==> src/rtl/alu_seq_pkg.sv <==
// Shared widths, state encoding and field codes for the ALU operation sequencer.
package alu_seq_pkg;
    localparam int SEQ_RN_W = 3;
    localparam int SEQ_OP_W = 2;

    typedef enum logic [2:0] {
        ST_WAIT   = 3'd0,
        ST_GET_A  = 3'd1,
        ST_GET_B  = 3'd2,
        ST_EXEC   = 3'd3,
        ST_WR_C   = 3'd4,
        ST_WR_IMM = 3'd5
    } state_t;

    localparam logic [1:0] CMD_ALU  = 2'b00;
    localparam logic [1:0] CMD_CMP  = 2'b01;
    localparam logic [1:0] CMD_MOVI = 2'b10;
    localparam logic [1:0] CMD_MOVR = 2'b11;

    localparam logic [SEQ_OP_W-1:0] ALU_ADD  = 2'b00;
    localparam logic [SEQ_OP_W-1:0] ALU_SUB  = 2'b01;
    localparam logic [SEQ_OP_W-1:0] ALU_AND  = 2'b10;
    localparam logic [SEQ_OP_W-1:0] ALU_NOTB = 2'b11;

    localparam logic [1:0] VSEL_C   = 2'b00;
    localparam logic [1:0] VSEL_IMM = 2'b01;
endpackage

==> src/rtl/alu_op_sequencer.sv <==
// Moore FSM issuing register-file, operand, ALU and write-back strobes for one
// latched command per start pulse; outputs depend only on state and latched fields.
import alu_seq_pkg::*;

module alu_op_sequencer #(
    parameter int RN_W = SEQ_RN_W,
    parameter int OP_W = SEQ_OP_W
) (
    input  logic            i_clk,
    input  logic            i_reset,
    input  logic            i_s,
    input  logic [1:0]      i_cmd,
    input  logic [OP_W-1:0] i_op_in,
    input  logic [RN_W-1:0] i_rd,
    input  logic [RN_W-1:0] i_rn,
    input  logic [RN_W-1:0] i_rm,
    output logic            o_w,
    output logic [RN_W-1:0] o_readnum,
    output logic [RN_W-1:0] o_writenum,
    output logic            o_write,
    output logic            o_loada,
    output logic            o_loadb,
    output logic            o_loadc,
    output logic            o_loads,
    output logic            o_asel,
    output logic [1:0]      o_vsel,
    output logic [OP_W-1:0] o_alu_op
);
    state_t          r_state;
    state_t          w_state_nxt;
    logic [1:0]      r_cmd;
    logic [OP_W-1:0] r_op;
    logic [RN_W-1:0] r_rd;
    logic [RN_W-1:0] r_rn;
    logic [RN_W-1:0] r_rm;

    // Fields are captured only on acceptance so input churn while busy is harmless.
    always_ff @(posedge i_clk) begin
        if (i_reset) begin
            r_state <= ST_WAIT;
            r_cmd   <= CMD_ALU;
            r_op    <= ALU_ADD;
            r_rd    <= '0;
            r_rn    <= '0;
            r_rm    <= '0;
        end else begin
            r_state <= w_state_nxt;
            if (r_state == ST_WAIT && i_s) begin
                r_cmd <= i_cmd;
                r_op  <= i_op_in;
                r_rd  <= i_rd;
                r_rn  <= i_rn;
                r_rm  <= i_rm;
            end
        end
    end

    always_comb begin
        w_state_nxt = r_state;
        o_w         = 1'b0;
        o_readnum   = '0;
        o_writenum  = '0;
        o_write     = 1'b0;
        o_loada     = 1'b0;
        o_loadb     = 1'b0;
        o_loadc     = 1'b0;
        o_loads     = 1'b0;
        o_asel      = 1'b0;
        o_vsel      = VSEL_C;
        o_alu_op    = ALU_ADD;
        case (r_state)
            ST_WAIT: begin
                o_w = 1'b1;
                if (i_s) begin
                    case (i_cmd)
                        CMD_ALU:  w_state_nxt = (i_op_in == ALU_NOTB) ? ST_GET_B : ST_GET_A;
                        CMD_CMP:  w_state_nxt = ST_GET_A;
                        CMD_MOVR: w_state_nxt = ST_GET_B;
                        default:  w_state_nxt = ST_WR_IMM;
                    endcase
                end
            end
            ST_GET_A: begin
                o_readnum   = r_rn;
                o_loada     = 1'b1;
                w_state_nxt = ST_GET_B;
            end
            ST_GET_B: begin
                o_readnum   = r_rm;
                o_loadb     = 1'b1;
                w_state_nxt = ST_EXEC;
            end
            ST_EXEC: begin
                // MOVR is 0 + B through the adder.
                if (r_cmd == CMD_MOVR) begin
                    o_asel      = 1'b1;
                    o_loadc     = 1'b1;
                    w_state_nxt = ST_WR_C;
                end else if (r_cmd == CMD_CMP) begin
                    o_alu_op    = r_op;
                    o_loads     = 1'b1;
                    w_state_nxt = ST_WAIT;
                end else begin
                    o_alu_op    = r_op;
                    o_loadc     = 1'b1;
                    w_state_nxt = ST_WR_C;
                end
            end
            ST_WR_C: begin
                o_writenum  = r_rd;
                o_vsel      = VSEL_C;
                o_write     = 1'b1;
                w_state_nxt = ST_WAIT;
            end
            ST_WR_IMM: begin
                o_writenum  = r_rd;
                o_vsel      = VSEL_IMM;
                o_write     = 1'b1;
                w_state_nxt = ST_WAIT;
            end
            default: w_state_nxt = ST_WAIT;
        endcase
    end
endmodule

==> config.mk <==
export PLATFORM = sky130hd
export DESIGN_NAME = alu_op_sequencer
export DESIGN_NICKNAME = d
export VERILOG_FILES = /design/src/rtl/alu_seq_pkg.sv /design/src/rtl/alu_op_sequencer.sv
export SDC_FILE = /design/constraint.sdc
export NUM_CORES = 1
export LEC_CHECK = 0
export BUFFER_PORTS_ARGS = -buffer_cell sky130_fd_sc_hd__buf_4
export CORE_MARGIN = 5
export CORE_UTILIZATION = 40
export CTS_CLUSTER_DIAMETER = 40
export DETAILED_ROUTE_END_ITERATION = 7
export GPL_TIMING_DRIVEN = 1
export PLACE_DENSITY = 0.71
export SETUP_SLACK_MARGIN = 0.2
export SLEW_MARGIN = 30
export SYNTH_ARGS = -nofsm -noshare
export SYNTH_HDL_FRONTEND = slang
export SYNTH_SLANG_ARGS = --single-unit
export TNS_END_PERCENT = 10
==> constraint.sdc <==
create_clock -name i_clk -period 1.3 [get_ports i_clk]
set_input_delay 0.13 -clock i_clk [delete_from_list [all_inputs] [get_ports i_clk]]
set_output_delay 0.13 -clock i_clk [all_outputs]
set_load 0.1 [all_outputs]
## Yosys cells after proc, flatten, opt, wreduce, memory -nomap -nowiden

Index checks and enable logic that the tools add are counted.

- Bits of input ports: 16
- Logic and storage cells: 44
- Flip-flop bits (word level): 16

- Mux-type cells: 23
- Reduce and logical (&&, ||, !) cells: 4
- Equal/unequal tests: 11

Operators with widths:

| kind | number |
|---|---|
| $mux 1 | 13 |
| $mux 3 | 4 |
| $pmux 3 s4 | 1 |
| $pmux 3 s3 | 1 |
| $eq 2x2->1 const B | 3 |
| $eq 3x2->1 const B | 2 |
| $eq 3x3->1 const B | 2 |
| $mux 2 | 3 |
| $pmux 3 s2 | 1 |
| $eq 2x1->1 const B | 2 |
| $eq 3x1->1 const B | 1 |
| $logic_not 3->1 | 1 |
| $logic_not 2->1 | 1 |
| $ne 2x2->1 const B | 1 |
| $reduce_or 2->1 | 1 |
| $logic_and 1x1->1 | 1 |

## Longest topological paths before layout

Gate-level depths: netlist of run 1.

- Depth in word-level cells: 5
- Depth in mapped cells: 5
- Depth with buffers taken out: 3

## Least setup slack after synthesis of run 1

Ideal clock, no wire load.

- Path type: register to output
- Start point: register r_state[1]
- End point: output port o_readnum[0]
- Buffers on the path: 1
- Arrival: 3,881 ps
- Data required time: 1,170 ps
- Stages on the path, launching flop included: 4
- Setup slack: -2,711 ps
- Path through: dfxtp_1 buf_4 nor3b_1 a22o_1

- Longest elaborated chain between the ends: 2

Ends and longest elaborated chain:

| element | RTL line | text |
|---|---|---|
| start: declaration | alu_op_sequencer.sv:29 | `state_t r_state;` |
| start signal: assignment | alu_op_sequencer.sv:47 | `r_state <= w_state_nxt;` |
| $eq 3x2->1 or $eq 3x1->1 (tied branches) | alu_op_sequencer.sv:71 | `case (r_state)` |
| $pmux 3 s2 (*) | alu_op_sequencer.sv:71 |  |
| end: declaration | alu_op_sequencer.sv:18 | `output logic [RN_W-1:0] o_readnum,` |

Mark *: on every way between the ends. The rest lies on a longest branch, timed or not.

## Final worst setup path of run 1

- Start point: register r_state[0]
- End point: output port o_readnum[2]

Same word-level chain as after synthesis.

==> reports/metrics.cfg, run 1 <==
[die]
coreArea_mm2=0.00194
num_rows=16
dieArea_mm2=0.00303
initial_core_util_pct=41.8
die_height_um=55.1
io_pins=33
die_width_um=55.1

[layout]
fin_util_pct=73.5
diodes=0
syn2layout_area_growth_pct=75.8
fillCellCount=148
final_net_count=154
drive_above_1_share_pct=56.2

[logic_synthesis]
synth_seq_area_share_pct=39.4
synth_nets=115
synth_top_family_by_area=simple AND/OR/NAND/NOR gates
synth_area_leader_cell=dfxtp_1
synth_mux_area_share_pct=0
ys_seq_elements=16
synth_ff_type=dfxtp_1
synth_top_area_share_pct=39.4
ys_async_sr_fraction_pct=0
synth_compound_area_share_pct=15.4
synth_top_cells_by_count=nand2_1 (28), dfxtp_1 (16), a21oi_1 (15)
synth-edff-count=0
yosysMostFrequentCell=nand2_1
syn_inst=99
synthTopCellsByArea=dfxtp_1 (39%), nand2_1 (13%), a21oi_1 (9.2%)
yosysUniqueCellTypes=26
yosys.area_share.simple_pct=36.4
synthAdderAreaFrac_pct=0
syn_area_um2=812
yosys_warnings=0
syn_avg_cell_area_um2=8.20
yosys.area_share.xor_xnor_pct=0

[pwr]
netSwitchingPower_uw=573
power.density_mw_per_mm2=1070
irDropWorstVdd_mv=0.680
leakage_uw=0.000591
swShare_pct=37.4
p_comb_share_pct=40.8
p_int_uw=961
p_seq_share_pct=38.1
finalPower_uw=1530
pwr-share-clk_pct=21.1

[run_status]
outcome=complete, but fails checks
violations=setup timing

[worst_setup_path]
startpoint_type=register
endpoint_kind=output port
critPathKind=reg2out
cp_max_fo=4
required_ps=1170
crit_arrival_ps=1420

[clock_network]
htreeDepth=1
hold_buffers=0
cts.sinks=16
cts_max_path_buffers=2
cts_tree=built
root_buffer=clkbuf_4
numCtsBuffers=3
clock_latency_ps=280
clkTransAtPathRegs_ps=90

[sta]
finalHoldViolations=0
fin_crit_sh_pct=120
finClkSkew_ps=2.80
fmax_ghz=0.643
drv_slew=0
setup_ws_ps=-254
final.setup.tns_ps=-3940
finalSetupViolations=30
period_needed_ps=1550
rsz0062_at_grt=true
holdWs_ps=89.1

[global_routing]
overflow=0
grt_start_max_net_pins=16
globalRouteTotalUtil_pct=16.7
grt_antenna_before_repair=0
grt_pass1_wl_mm=3.55
grt_pass1_vias=836

[drt]
remaining_drc_errors=0
antenna_left=0
post_drt_wl_per_cell_um=14.3
drt-initial-drc-count=10
via_per_inst=5.16
vias=847
routed_wl_mm=2.35
dr.pass1.iters=4

[job]
cap_violations=0

[placement]
dp_hpwl_mm=1.59
port_buffers=31
place.gp.congestion=0.749

[hold_path]
hp-class=in2reg

## layout by cell type, fill, tap and decap left out, types with 4 or more instances in the layout
master and n:
a21oi_1 8, a21oi_2 7, and2_2 4, buf_12 13, buf_4 24, dfxtp_1 13, nand2_1 28
## through the flow
step	std cells	area [µm²]	setup slack (ps)
2_1_floorplan	99	885	-692
3_3_place_gp	157	1140	-82.0
3_5_place_dp	157	1140	-143
4_1_cts	164	1370	-268
5_1_grt	164	1430	-309
6_report	164	1430	-254
## final cells by class
type / instances / area [µm²] / area share [%]
Clock buffer: 4 / 36.3 / 2.54
Sequential cell: 16 / 332 / 23.2
Inverter: 2 / 7.51 / 0.526
Multi-Input combinational cell: 74 / 529 / 37.1
Timing Repair Buffer: 41 / 489 / 34.3
Tap cell: 27 / 33.8 / 2.37
## critical path, stage by stage (launching register included)
cell,delay (ps)
dfxtp_4,370
buf_6,120
nor3b_4,290
a22o_4,200
buf_12,160
## flip-flops by register name, indices dropped and copies added, names as in the netlist
register and count:
r_cmd 2, r_op 2, r_rd 3, r_rm 3
r_rn 3, r_state 3
## power groups by stage
stage	sequential (µW)	combinational (µW)	clock, µW
4_1_cts	582	608	335
3_5_place_dp	594	524	0
3_3_place_gp	593	516	0
5_1_grt	591	663	353
2_1_floorplan	568	432	0
6_report	584	626	324
## cell families (layout without fill, tap and decap cells)
kind of cell           count (synthesis)  after routing
and+or+nand+nor                       52             52
AOI/OAI and AO/OA                     21             21
DFF                                   16             16
buffers and inverters                  9             47
other                                  1              1
## per-layer routing
layer	part of all wire (%)	routed length, µm	GRT usage, %
met5	0	0	0
met4	1.6	38	10.1
met3	6.6	154	5.36
met2	53	1240	28.0
met1	39	917	18.3
## final timing paths
kind | start | endpoint | slack (ps) | cells past startpoint
worst min-delay path | i_rd[2] | r_rd[2] | 90 | 3
worst max register to register | r_state[0] | r_state[2] | -180 | 5
worst min register to register | r_rd[1] | r_rd[1] | 460 | 2
worst max-delay path | r_state[0] | o_readnum[2] | -250 | 4
## timing repair
action,CTS,global route
buffers inserted,3,0
pin swaps,4,1
resized for setup,45,14
endpoints found under the setup margin,30,30
No activity file was read; power rests on OpenSTA's default activity.
==> run 2, diff against run 1 <==
--- a/config.mk
+++ b/config.mk
@@ -11,6 +11,7 @@
 export CTS_CLUSTER_DIAMETER = 40
 export DETAILED_ROUTE_END_ITERATION = 7
 export GPL_TIMING_DRIVEN = 1
+export HOLD_SLACK_MARGIN = 0.12
 export PLACE_DENSITY = 0.71
 export SETUP_SLACK_MARGIN = 0.2
 export SLEW_MARGIN = 30
==> run 2 against run 1 <==
The flow still finishes with violations (setup timing). Largest cell class is now non-clock buffers. Largest power group unchanged. Combinational power rose by 6.4%. Die area did not move. Utilization rose by 7.5 points.
==> reports/metrics.cfg, run 2 (synthesis gave the netlist of run 1 again) <==
[run_status]
outcome=complete, but fails checks
violations=setup timing

[drt]
wl_met3_um=166
top_layer=met4
vias=929
wl_met1_mm=1.03
drt-initial-drc-count=17
routed_wl_mm=2.65
dr.pass1.iters=5
via_per_inst=5.22
remaining_drc_errors=0
post_drt_wl_per_cell_um=14.9
wl_met2_mm=1.38
antenna_left=0

[layout]
diodes=0
fin_util_pct=81.0
layout_common_cells=nand2_1 (28), buf_4 (23), dlygate4sd3_1 (14)
syn2layout_area_growth_pct=93.7
drive_above_1_share_pct=51.0
final_net_count=168
final_common_cell=nand2_1

[global_routing]
grt_pass1_vias=898
grt_antenna_before_repair=0
grt_pass1_wl_mm=4.05
grt_start_max_net_pins=16
overflow=0
globalRouteTotalUtil_pct=19.5

[die]
dieArea_mm2=0.00303
num_rows=16
initial_core_util_pct=41.8
coreArea_mm2=0.00194
die_width_um=55.1
die_height_um=55.1
io_pins=33

[clock_network]
clkTransAtPathRegs_ps=100
cts.sinks=16
numCtsBuffers=3
clock_latency_ps=300
root_buffer=clkbuf_4
htreeDepth=1
cts_tree=built
cts_max_path_buffers=2

[placement]
place.gp.congestion=0.749
dp_hpwl_mm=1.59
port_buffers=31

[sta]
setup_ws_ps=-299
holdWs_ps=120
fmax_ghz=0.625
finalSetupViolations=30
finClkSkew_ps=10.2
drv_slew=0
finalHoldViolations=0
rsz0062_at_grt=true
period_needed_ps=1600
fin_crit_sh_pct=123
final.setup.tns_ps=-4520

[pwr]
power.density_mw_per_mm2=1010
leakage_uw=0.000650
irDropWorstVdd_mv=0.853

[job]
cap_violations=0

[hold_path]
hp-class=in2reg

[worst_setup_path]
regToRegSetupSlack_ps=-200
startpoint_type=register
crit_arrival_ps=1470
required_ps=1170
cp_max_fo=4
endpoint_kind=output port
critPathKind=reg2out

## run 2: cell types whose count changed in the layout (fill, tap and decap cells not counted), sizes merged
cell / change
dlygate4sd3: +14
## run 2: path summary, 6_finish.rpt
path                  endpoint  cells after the start        from
setup / recovery  o_readnum[2]                      4  r_state[0]
setup reg to reg    r_state[2]                      5  r_state[0]
hold reg to reg        r_rd[1]                      2     r_rd[1]
hold / removal      r_state[1]                      3         i_s
## run 2: worst max-delay path: stages, from the launching register on
cell	delay (ps)
dfxtp_4	370
buf_6	120
nor3b_4	300
a22o_4	210
buf_12	160
## run 2: area by class of cell
class                      count  area (µm²)
timing repair buffer          55         633
multi-input combinational     74         531
fill                         118         369
sequential                    16         332
clock buffer                   4        36.3
tap                           27        33.8
inverter                       2        7.51
## run 2: report_power, final
group	switching [µW]	internal, µW	leakage (µW)
combinational	381	285	0.000496
clock	171	171	0.0000210
sequential	51.3	536	0.000133
## run 2: timing repair
action	in CTS	in global routing
endpoints found under the setup margin	30	30
resized for setup	45	16
hold endpoints to repair	13	1
setup buffers	3	0
pin swaps	4	3
hold buffers	13	1
## run 2: metal layers
layer / global-route usage (%) / vias to the layer above
met5: 0 / -
met4: 11.7 / 0
met3: 4.29 / 6
met2: 31.9 / 44
met1: 23.0 / 444
li1: - / 435
## run 2: through the flow
step           total power, µW  worst slack, ps  std cells  cell area, µm²
6_report                  1590             -299        178            1570
5_1_grt                   1660             -335        178            1570
4_1_cts                   1560             -268        177            1500
3_5_place_dp              1120             -143        157            1140
3_3_place_gp              1110            -82.0        157            1140
2_1_floorplan             1000             -692         99             885
==> run 3, diff against run 2 <==
--- a/config.mk
+++ b/config.mk
@@ -12,7 +12,7 @@
 export DETAILED_ROUTE_END_ITERATION = 7
 export GPL_TIMING_DRIVEN = 1
 export HOLD_SLACK_MARGIN = 0.12
-export PLACE_DENSITY = 0.71
+export PLACE_DENSITY = 0.68
 export SETUP_SLACK_MARGIN = 0.2
 export SLEW_MARGIN = 30
 export SYNTH_ARGS = -nofsm -noshare
==> constraint.sdc (replaced) <==
create_clock -name i_clk -period 1.7 [get_ports i_clk]
set_input_delay 0.17 -clock i_clk [delete_from_list [all_inputs] [get_ports i_clk]]
set_output_delay 0.17 -clock i_clk [all_outputs]
set_load 0.1 [all_outputs]
==> run 3 against run 2 <==
Highest routed layer unchanged. Critical endpoint is now o_readnum[1]. Power shrank 31%. The flow now finishes without violations. Via count fell by 15%. Register-to-register slack improved by 410 ps. Design area fell by 20%.
==> reports/metrics.cfg, run 3 (synthesis gave the netlist of run 1 again) <==
[run_status]
outcome=finished, final reports clean

[layout]
layout.cells.non_filler=162
final_net_count=152
diodes=0
drive_above_1_share_pct=46.7
syn2layout_area_growth_pct=54.7
final_cell_area_mm2=0.00126
final_common_cell=buf_4
layout_common_cells=buf_4 (31), nand2_1 (28), a21oi_1 (14)

[clock_network]
cts_tree=built
clock_latency_ps=280
htreeDepth=1
numCtsBuffers=3
cts.sinks=16
root_buffer=clkbuf_4
cts_max_path_buffers=2
clkTransAtPathRegs_ps=90

[global_routing]
grt_start_max_net_pins=16
grt_antenna_before_repair=0
globalRouteTotalUtil_pct=14.7
overflow=0
grt_pass1_wl_mm=3.19
grt_pass1_vias=758

[drt]
drt-initial-drc-count=3
antenna_left=0
vias=788
post_drt_wl_per_cell_um=12.4
routed_wl_mm=2.01
via_per_inst=4.86
remaining_drc_errors=0
dr.pass1.iters=4

[sta]
rsz0062_at_grt=true
finClkSkew_ps=2.59
finalSetupViolations=0
drv_slew=0
fin_crit_sh_pct=94.7
finalHoldViolations=0
fmax_ghz=0.621
period_needed_ps=1610

[pwr]
netSwitchingPower_uw=416
p_comb_share_pct=37.3
pwr-share-clk_pct=22.4
p_int_uw=692
irDropWorstVdd_mv=0.678
finalPower_uw=1110
swShare_pct=37.5
leakage_uw=0.000555
power.density_mw_per_mm2=882
p_seq_share_pct=40.3

[job]
cap_violations=0

[worst_setup_path]
path_delay_family=flip-flops
endpoint_kind=output port
critPathKind=reg2out
cp_max_fo=5
cp_num_buf_inv=2
max_stage_delay_ps=370
cp_cell_sequence=buf_6 -> nor3b_4 -> a22o_4 -> buf_12
required_ps=1530
crit_arrival_ps=1440
cpMaxStageDelayCell=dfxtp_4
startpoint_type=register

[placement]
dp_hpwl_mm=1.46
place.gp.congestion=0.685
placed_cell_area_mm2=0.00110
place_inst=152
port_buffers=31

[die]
initial_core_util_pct=41.8
io_pins=33
num_rows=16
die_height_um=55.1
dieArea_mm2=0.00303
coreArea_mm2=0.00194
die_width_um=55.1

[hold_path]
hp-class=in2reg

==> run 3: cell types whose count changed in the layout (fill, tap and decap cells not counted), sizes merged <==
cell	delta
dlygate4sd3	-12
buf	-4
==> run 3: worst paths after layout <==
check                                 from            to  slack [ps]  cells after the start
worst min-delay path               i_rd[2]       r_rd[2]         120                      3
worst max register to register  r_state[0]       r_rn[2]         210                      6
worst min register to register     r_rd[2]       r_rd[2]         460                      2
worst max-delay path            r_state[0]  o_readnum[1]          90                      4
==> run 3: what timing repair did <==
item / CTS / global route
endpoints found under the setup margin: 16 / 26
hold buffers: 1 / 1
resized for setup: 15 / 4
endpoints found under the hold margin: 1 / 1
pin swaps: 2 / 0
setup buffers: 4 / 0
==> run 3: tightest hold or removal path: stages <==
cell,delay [ps]
buf_4,110
nand2_1,40
a21oi_1,50
==> run 3: final cells by class <==
| class | instances | area, µm² |
|---|---|---|
| sequential | 16 | 332 |
| tap | 27 | 33.8 |
| clock buffer | 4 | 36.3 |
| inverter | 2 | 7.51 |
| fill | 177 | 686 |
| timing repair buffer | 39 | 355 |
| multi-input combinational | 74 | 492 |
==> run 3: power by group through the flow <==
stage	logic, µW	registers (µW)	clock network, µW
2_1_floorplan	330	435	0
3_3_place_gp	372	457	0
3_5_place_dp	375	460	0
4_1_cts	414	446	253
5_1_grt	442	453	275
6_report	414	446	248
==> run 3: stage by stage <==
stage	utilization, %	hold slack [ps]	TNS [ps]	setup WS, ps
2_1_floorplan	-	239	-1500	-332
3_3_place_gp	56.8	417	0	212
3_5_place_dp	56.8	426	0	212
4_1_cts	63.3	121	0	82.8
5_1_grt	64.7	122	0	31.2
6_report	64.7	123	0	90.5
==> run 3: routing by layer <==
layer | share of wire [%] | global-route usage, %
met1 | 41 | 16.4
met2 | 53 | 26.4
met3 | 5.3 | 2.95
met4 | 1.0 | 7.29
met5 | 0 | 0
